$ cat config.mk
export PLATFORM = sky130hd
export DESIGN_NAME = spi_fetch_unit
export DESIGN_NICKNAME = d
export VERILOG_FILES = /design/src/rtl/spi_fetch_unit.sv
export SDC_FILE = /design/constraint.sdc
export NUM_CORES = 1
export LEC_CHECK = 0
export ABC_AREA = 1
export BUFFER_PORTS_ARGS = -buffer_cell sky130_fd_sc_hd__buf_2
export CORE_AREA = 4 4 76 78
export DETAILED_ROUTE_END_ITERATION = 6
export DIE_AREA = 0 0 80 82
export PLACE_DENSITY = 0.75
export SYNTH_ARGS = -nofsm -noshare
export SYNTH_HDL_FRONTEND = slang
export SYNTH_SLANG_ARGS = --single-unit
export TNS_END_PERCENT = 100
$ cat constraint.sdc
create_clock -name clk -period 5.7 [get_ports clk]
set_clock_uncertainty 0.2 [all_clocks]
set_input_delay 0.855 -clock clk [delete_from_list [all_inputs] [get_ports clk]]
set_output_delay 0.855 -clock clk [all_outputs]
set_load 0.03 [all_outputs]
$ cat src/rtl/spi_fetch_unit.sv
// spi_fetch_unit: assembles a big-endian word of WORD_BYTES bytes, one SPI byte read at a time,
// with flush handling that never abandons an outstanding reader transfer mid-flight.
module spi_fetch_unit #(
    parameter int WORD_BYTES = 2
) (
    input  logic                    clk,
    input  logic                    rst,
    input  logic                    fetch_req,
    input  logic [15:0]             fetch_addr,
    input  logic                    flush,
    output logic                    fetch_busy,
    output logic                    fetch_valid,
    output logic [8*WORD_BYTES-1:0] instr,
    output logic                    rd_start,
    output logic [15:0]             rd_addr,
    input  logic                    rd_busy,
    input  logic                    rd_done,
    input  logic [7:0]              rd_data
);
    typedef enum logic [2:0] {IDLE, ISSUE, WAIT, DRAIN, DONE} state_t;

    state_t                  state_q, state_d;
    logic [15:0]             base_q, base_d;
    logic [15:0]             rd_addr_q, rd_addr_d;
    logic [1:0]              idx_q, idx_d;
    logic [8*WORD_BYTES-1:0] instr_q, instr_d;
    logic                    accept, last, store;

    assign accept = (state_q == IDLE) && fetch_req && !flush;
    assign last   = idx_q == 2'(WORD_BYTES - 1);
    assign store  = (state_q == WAIT) && rd_done && !flush;

    always_ff @(posedge clk) begin
        if (rst) state_q <= IDLE;
        else     state_q <= state_d;
    end

    always_comb begin
        state_d = state_q;
        case (state_q)
            IDLE:    state_d = accept ? ISSUE : IDLE;
            ISSUE:   state_d = flush ? IDLE : (rd_busy ? ISSUE : WAIT);
            WAIT:    state_d = rd_done ? (flush ? IDLE : (last ? DONE : ISSUE)) : (flush ? DRAIN : WAIT);
            DRAIN:   state_d = rd_done ? IDLE : DRAIN;
            DONE:    state_d = IDLE;
            default: state_d = IDLE;
        endcase
    end

    always_comb begin
        fetch_busy  = state_q != IDLE;
        fetch_valid = (state_q == DONE) && !flush;
        rd_start    = (state_q == ISSUE) && !rd_busy && !flush;
    end

    // rd_addr is loaded ahead of ISSUE so it already shows base+idx when rd_start fires
    always_comb begin
        base_d    = accept ? fetch_addr : base_q;
        idx_d     = accept ? 2'd0 : ((store && !last) ? idx_q + 2'd1 : idx_q);
        rd_addr_d = accept ? fetch_addr : ((store && !last) ? base_q + 16'(idx_q) + 16'd1 : rd_addr_q);
        instr_d   = instr_q;
        for (int i = 0; i < WORD_BYTES; i++)
            if (store && idx_q == 2'(i)) instr_d[8*(WORD_BYTES-1-i) +: 8] = rd_data;
    end

    always_ff @(posedge clk) begin
        if (rst) begin
            base_q    <= '0;
            idx_q     <= '0;
            rd_addr_q <= '0;
            instr_q   <= '0;
        end else begin
            base_q    <= base_d;
            idx_q     <= idx_d;
            rd_addr_q <= rd_addr_d;
            instr_q   <= instr_d;
        end
    end

    assign rd_addr = rd_addr_q;
    assign instr   = instr_q;
endmodule
# Word level (Yosys, flattened, before mapping)
# Cells that the tools add are included.
# classes
addsub	3
n_eq_ne	5
mux	11
n_reduce_logical	18
# ops
cell	count
$mux W16	2
$add A16 B1 Y16 const B	1
$add A16 B2 Y16	1
$pmux W3 S4	1
$logic_and A1 B1 Y1	10
$mux W3	3
$eq A3 B2 Y1 const B	2
$mux W2	3
$eq A3 B1 Y1 const B	1
$eq A3 B3 Y1 const B	1
$logic_not A1 Y1	3
$logic_not A3 Y1	1
$reduce_bool A3 Y1	1
$add A2 B1 Y2 const B	1
$eq A2 B1 Y1 const B	1
$logic_not A2 Y1	1
$mux W1	2
$reduce_bool A2 Y1	1
$reduce_or A2 Y1	1
# totals
register_bits	53
inputBits	30
output_inout_bits	35
word_cells	43

# Longest topological paths before layout
# Gate-level depths: netlist (run 1).
# depth
word_depth	6
mapped_depth	11
mapped_depth_nobuf	11

# Worst setup path after synthesis (run 1)
# OpenSTA, ideal clock, no wires.
# synth_timing
path_type	in2out
from	input flush
to	output fetch_valid
arrival_ns	1.536
required_ns	4.645
path_slack_ns	3.109
path_stages	1
path_cell_list	nor3_1
# synth_between
elab_chain_len	2
# synth_rtl
element	line_no	text
from (decl)	10	input logic flush,
$logic_not A1 Y1	52	fetch_valid = (state_q == DONE) && !flush;
$logic_and A1 B1 Y1	52	
to (decl)	12	output logic fetch_valid,
# No other way between the ends.

# Worst setup path in the final report (run 1)
# layout_timing
from	input rst
to	register idx_q[1]
# layout_between
elab_chain_len	1
# layout_rtl
element	line_no	text
from (decl)	7	input logic rst,
$reduce_or A2 Y1 (no line)	-	
to (signal assigned)	74	idx_q <= idx_d;
to (decl)	25	logic [1:0] idx_q, idx_d;
# No other way between the ends.
# A chain may end at the register's enable or synchronous reset.

==> flow_summary.ini, run 1 <==
[global_route]
antenna_found_initial = 0
grt_max_degree = 36
grt_use_total_pct = 18.2
grt_pass1_wl_um = 9670
first_global_vias = 2250
grt-ovfl-total = 0

[synth]
postSynthCellCount = 360
ys.flop_type = dfxtp_1
syn_area_sq_mm = 0.00252
synth_warnings = 0
synthTopCellsByCount = nand2_1, nor2_1, dfxtp_1
syn_nets = 395
synth_seq_area_share_pct = 42.1
avgSynthCellArea_sq_um = 6.99
synth_top_area_share_pct = 42.1
synth-edff-count = 0
ys_seq_elements = 53
async_reset_ff_share_pct = 0
yosys.cell_types.count = 31
yosys.area.top_type = dfxtp_1
yosysMostFrequentCell = nand2_1
netlist_top_cells_area = dfxtp_1, nand2_1, nor2_1

[sta]
slew_violations = 0
period_needed_ns = 2.64
post-route-period-util_pct = 46.3
fin_setup_tns_ns = 0
fmax_mhz = 379
finalHoldWorstSlack_ns = 0.271
setup_viol = 0
timing.slew.headroom_pct = 40.8
tightest_slew_ns = 0.887
rsz0062_at_grt = no
finalHoldViolCount = 0

[clock_tree]
post-cts-setup-buffers = 0
ctsResizeCount = 0
clkSlewWorstSetupHoldPaths_ns = 0.10
cts_root_buffer = clkbuf_8
cts-htree-levels = 2
cts_tree = yes
cts_buffer_depth = 2
cts_num_sinks = 53
cts_hold_buf = 0
cts_buffers = 5
clk_latency_ns = 0.31

[worst_setup_path]
cp.arrival_ns = 2.67
ff2ff_path_depth = 6
crit_path_end = idx_q[1]
r2r_end = rd_addr[14]
worst-setup-path-type = primary input to register
end_kind = register
cp-start-kind = primary input
crit_required_ns = 5.72
startpoint = rst
timing.rr.start = state_q[1]
cp_max_fo = 35
rrSetupSlack_ns = 3.43

[flow_run]
max_cap_violations = 0

[floorplanning]
start_util_pct = 49.6
core_sq_mm = 0.00507
fp.dieW_um = 80
core.rowCount = 26
die-area_sq_mm = 0.00656
die_h_um = 82
pin_count = 65

[detailed_routing]
post_drt_wl_per_cell_um = 11.8
num_vias = 2372
drt-total-wl_um = 5760
drtPass1Iterations = 4
ant_nets = 0
wl_met3_um = 301
via_per_inst = 4.85
wl_met1_um = 2870
drt-initial-drc-count = 148
drc = 0
dr_wl_met2_um = 2520
top_layer = met4

[placed_design]
dp_hpwl_um = 4170
dpl_cell_area_sq_mm = 0.00286
io_buffers = 64
globalplace.congestion = 0.808

[layout]
drive_above_1_share_pct = 20.3
final_nets = 454
area_growth_pct = 17.6
diodes = 0
stdcell_area_sq_mm = 0.00296
fill_cells = 507

[pwr]
cellLeakagePower_nw = 1.38
total_power_mw = 0.735
powerDensity_mw_per_mm2 = 248
vdd_drop_max_mv = 0.182

[hold_path]
hp-class = register to register
hold_depth = 2

[run_status]
run_status = finished, final reports clean
[cell families after synthesis]
family | after synthesis | synth area share (%)
AO/OA/AOI/OAI | 72 | 15.0
flip-flops | 53 | 42.1
AND/OR/NAND/NOR | 173 | 30.4
buffers and inverters | 56 | 9.29
adder cells (fa/ha/maj) | 5 | 2.78
XOR/XNOR | 1 | 0.348
[where the power goes]
| group | internal (mW) | switching (mW) |
|---|---|---|
| Sequential | 0.385 | 0.0100 |
| Clock | 0.128 | 0.118 |
| Combinational | 0.0303 | 0.0637 |
| Total | 0.543 | 0.192 |
[flip-flops by register name, summed over array words and instances, names as in the netlist]
name,flops
idx_q,2
instr,16
state_q,3
rd_addr,16
base_q,16
[stage by stage]
stage | instances | setup slack, ns | util, %
after floorplan | 360 | 3.11 | -
final | 489 | 3.06 | 58.3
after global routing | 489 | 2.83 | 58.3
after CTS | 489 | 3.03 | 58.3
after global placement | 482 | 2.77 | 56.3
after detailed placement | 482 | 2.69 | 56.3
[cells in the final DEF (no fill, tap or decap), types with 2 or more instances in the layout]
cell      count
clkbuf_8      5
nor3_1        3
ha_1          4
nor2_1       59
o21ai_1      11
dfxtp_1      53
nand4_1       3
nor3_2        2
nand2_1      66
o21ai_0      28
nor2_4        2
buf_2        64
inv_2         3
nand3_1      30
o22ai_1       6
nor2_2        3
a21oi_1      23
inv_1        41
[final cells by class]
class	count	area (sq um)	area share, %
clock inverters	2	35.0	1.18
flip-flops and latches	53	1060	35.8
multi-input cells	251	1220	41.3
inverters	44	165	5.58
clock buffers	5	68.8	2.32
repair buffers	64	320	10.8
well taps	70	87.6	2.96
[how the worst min path moves through the flow]
stage | from | end
3_3_place_gp | instr[11] | instr[11]
3_5_place_dp | instr[8] | instr[8]
2_1_floorplan | base_q[0] | base_q[0]
5_1_grt | instr[13] | instr[13]
6_report | instr[15] | instr[15]
4_1_cts | instr[8] | instr[8]
[critical path, stage by stage]
cell and delay (ns):
buf_2 0.20, inv_1 0.68, nand2_1 0.57, a211oi_1 0.34
[routing by layer]
metal,vias up,track usage [%]
met3,5,3.95
li1,1284,-
met2,53,30.3
met1,1030,23.4
met5,-,0
met4,0,6.08
(Power assumes the default switching activity.)
==> inputs of run 2 (changes only) <==
==> constraint.sdc (replaced) <==
create_clock -name clk -period 2.8 [get_ports clk]
set_clock_uncertainty 0.2 [all_clocks]
set_input_delay 0.42 -clock clk [delete_from_list [all_inputs] [get_ports clk]]
set_output_delay 0.42 -clock clk [all_outputs]
set_load 0.03 [all_outputs]
==> flow_summary.ini, run 2 (synthesis results as in run 1) <==
[pwr]
p_sw_mw = 0.381
combPwrFrac_pct = 13.7
powerDensity_mw_per_mm2 = 481
cellLeakagePower_nw = 1.38
total_power_mw = 1.42
switching_share_pct = 26.7
clkPwrFrac_pct = 29.8
power.internal_mw = 1.04
vdd_drop_max_mv = 0.330
seq_power_share_pct = 56.5

[global_route]
first_global_vias = 2245
grt_use_total_pct = 19.1
antenna_found_initial = 0
grt_max_degree = 35
grt-ovfl-total = 0
grt_pass1_wl_um = 10000

[hold_path]
hold_start = rd_data[7]
hp-class = primary input to register
worstHoldEndpoint = instr[7]
hold_depth = 3

[detailed_routing]
post_drt_wl_per_cell_um = 12.2
drt-initial-drc-count = 215
num_vias = 2415
drt-total-wl_um = 5990
drtPass1Iterations = 4
ant_nets = 0
via_per_inst = 4.92
drc = 0

[sta]
rsz0062_at_grt = no
slew_violations = 0
post-route-period-util_pct = 77.3
tightest_slew_ns = 0.562
fmax_mhz = 462
finalHoldViolCount = 0
period_needed_ns = 2.16
timing.slew.headroom_pct = 62.5
fin_setup_tns_ns = 0
setup_ws_ns = 0.636
setup_viol = 0

[worst_setup_path]
crit_required_ns = 2.83
end_kind = register
cp.arrival_ns = 2.19
worst-setup-path-type = register to register
cp-start-kind = register
cp_max_fo = 5
rrSetupSlack_ns = 0.64
r2r_end = rd_addr[12]
timing.rr.start = idx_q[0]
ff2ff_path_depth = 10

[clock_tree]
cts_hold_buf = 0
cts_tree = yes
post-cts-setup-buffers = 0
cts_buffer_depth = 2
clk_latency_ns = 0.30
cts-htree-levels = 2
cts_num_sinks = 53
cts_root_buffer = clkbuf_8
clkSlewWorstSetupHoldPaths_ns = 0.09
ctsResizeCount = 0
cts_buffers = 5

[run_status]
run_status = finished, final reports clean

[floorplanning]
core.rowCount = 26
fp.dieW_um = 80
die_h_um = 82
pin_count = 65
core_sq_mm = 0.00507
die-area_sq_mm = 0.00656
start_util_pct = 49.6

[layout]
diodes = 0
final_nets = 456
postLayoutCoreUtil_pct = 58.3
area_growth_pct = 17.5
drive_above_1_share_pct = 20.4
mostFrequentLayoutCell = nand2_1
stdcell_area_sq_mm = 0.00296
final_cell_mix = nand2_1, buf_2, nor2_1

[placed_design]
dp_hpwl_um = 4330
io_buffers = 64
pre_cts_slack_ns = 0.642
dpl_cell_area_sq_mm = 0.00287
globalplace.congestion = 0.840

[flow_run]
max_cap_violations = 0
run 2: area by class of cell:
class | instances | area, sq um
Timing Repair Buffer | 66 | 335
Sequential cell | 53 | 1060
Multi-Input combinational cell | 251 | 1220
Fill cell | 521 | 2120
Tap cell | 70 | 87.6
Inverter | 44 | 165
Clock buffer | 7 | 86.3
run 2: power by group through the flow:
stage	clock network (mW)	registers (mW)	logic, mW
final	0.424	0.804	0.195
after CTS	0.438	0.804	0.196
after global routing	0.465	0.809	0.218
after floorplan	0	0.852	0.102
after global placement	0	0.821	0.192
after detailed placement	0	0.821	0.195
run 2: worst max path at each step:
stage / from / endpoint / cells after the start
after floorplan: idx_q[0] / rd_addr[14] / 10
after global placement: flush / rd_addr[14] / 7
after detailed placement: flush / rd_addr[14] / 7
after CTS: idx_q[0] / rd_addr[12] / 10
after global routing: idx_q[0] / rd_addr[10] / 10
final: idx_q[0] / rd_addr[12] / 10
run 2: routing by layer:
layer | routed length [um] | share of wire (%) | track usage [%]
met1 | 2870 | 48 | 25.9
met2 | 2730 | 45 | 31.0
met3 | 351 | 5.9 | 4.17
met4 | 47 | 0.78 | 4.73
met5 | 0 | 0 | 0
run 2: critical path, stage by stage, from the launching register on:
cell and delay (ns):
dfxtp_1 0.36, inv_1 0.09, ha_1 0.21, fa_1 0.39, inv_1 0.08, nand3_1 0.10
nor3_2 0.30, nand2_1 0.09, nand2_1 0.07, nand3_1 0.07, a21oi_1 0.13
run 2: through the flow:
step,std cells,hold WS [ns]
2_1_floorplan,360,0.252
3_3_place_gp,484,0.248
3_5_place_dp,484,0.253
4_1_cts,491,0.147
5_1_grt,491,0.168
6_report,491,0.153
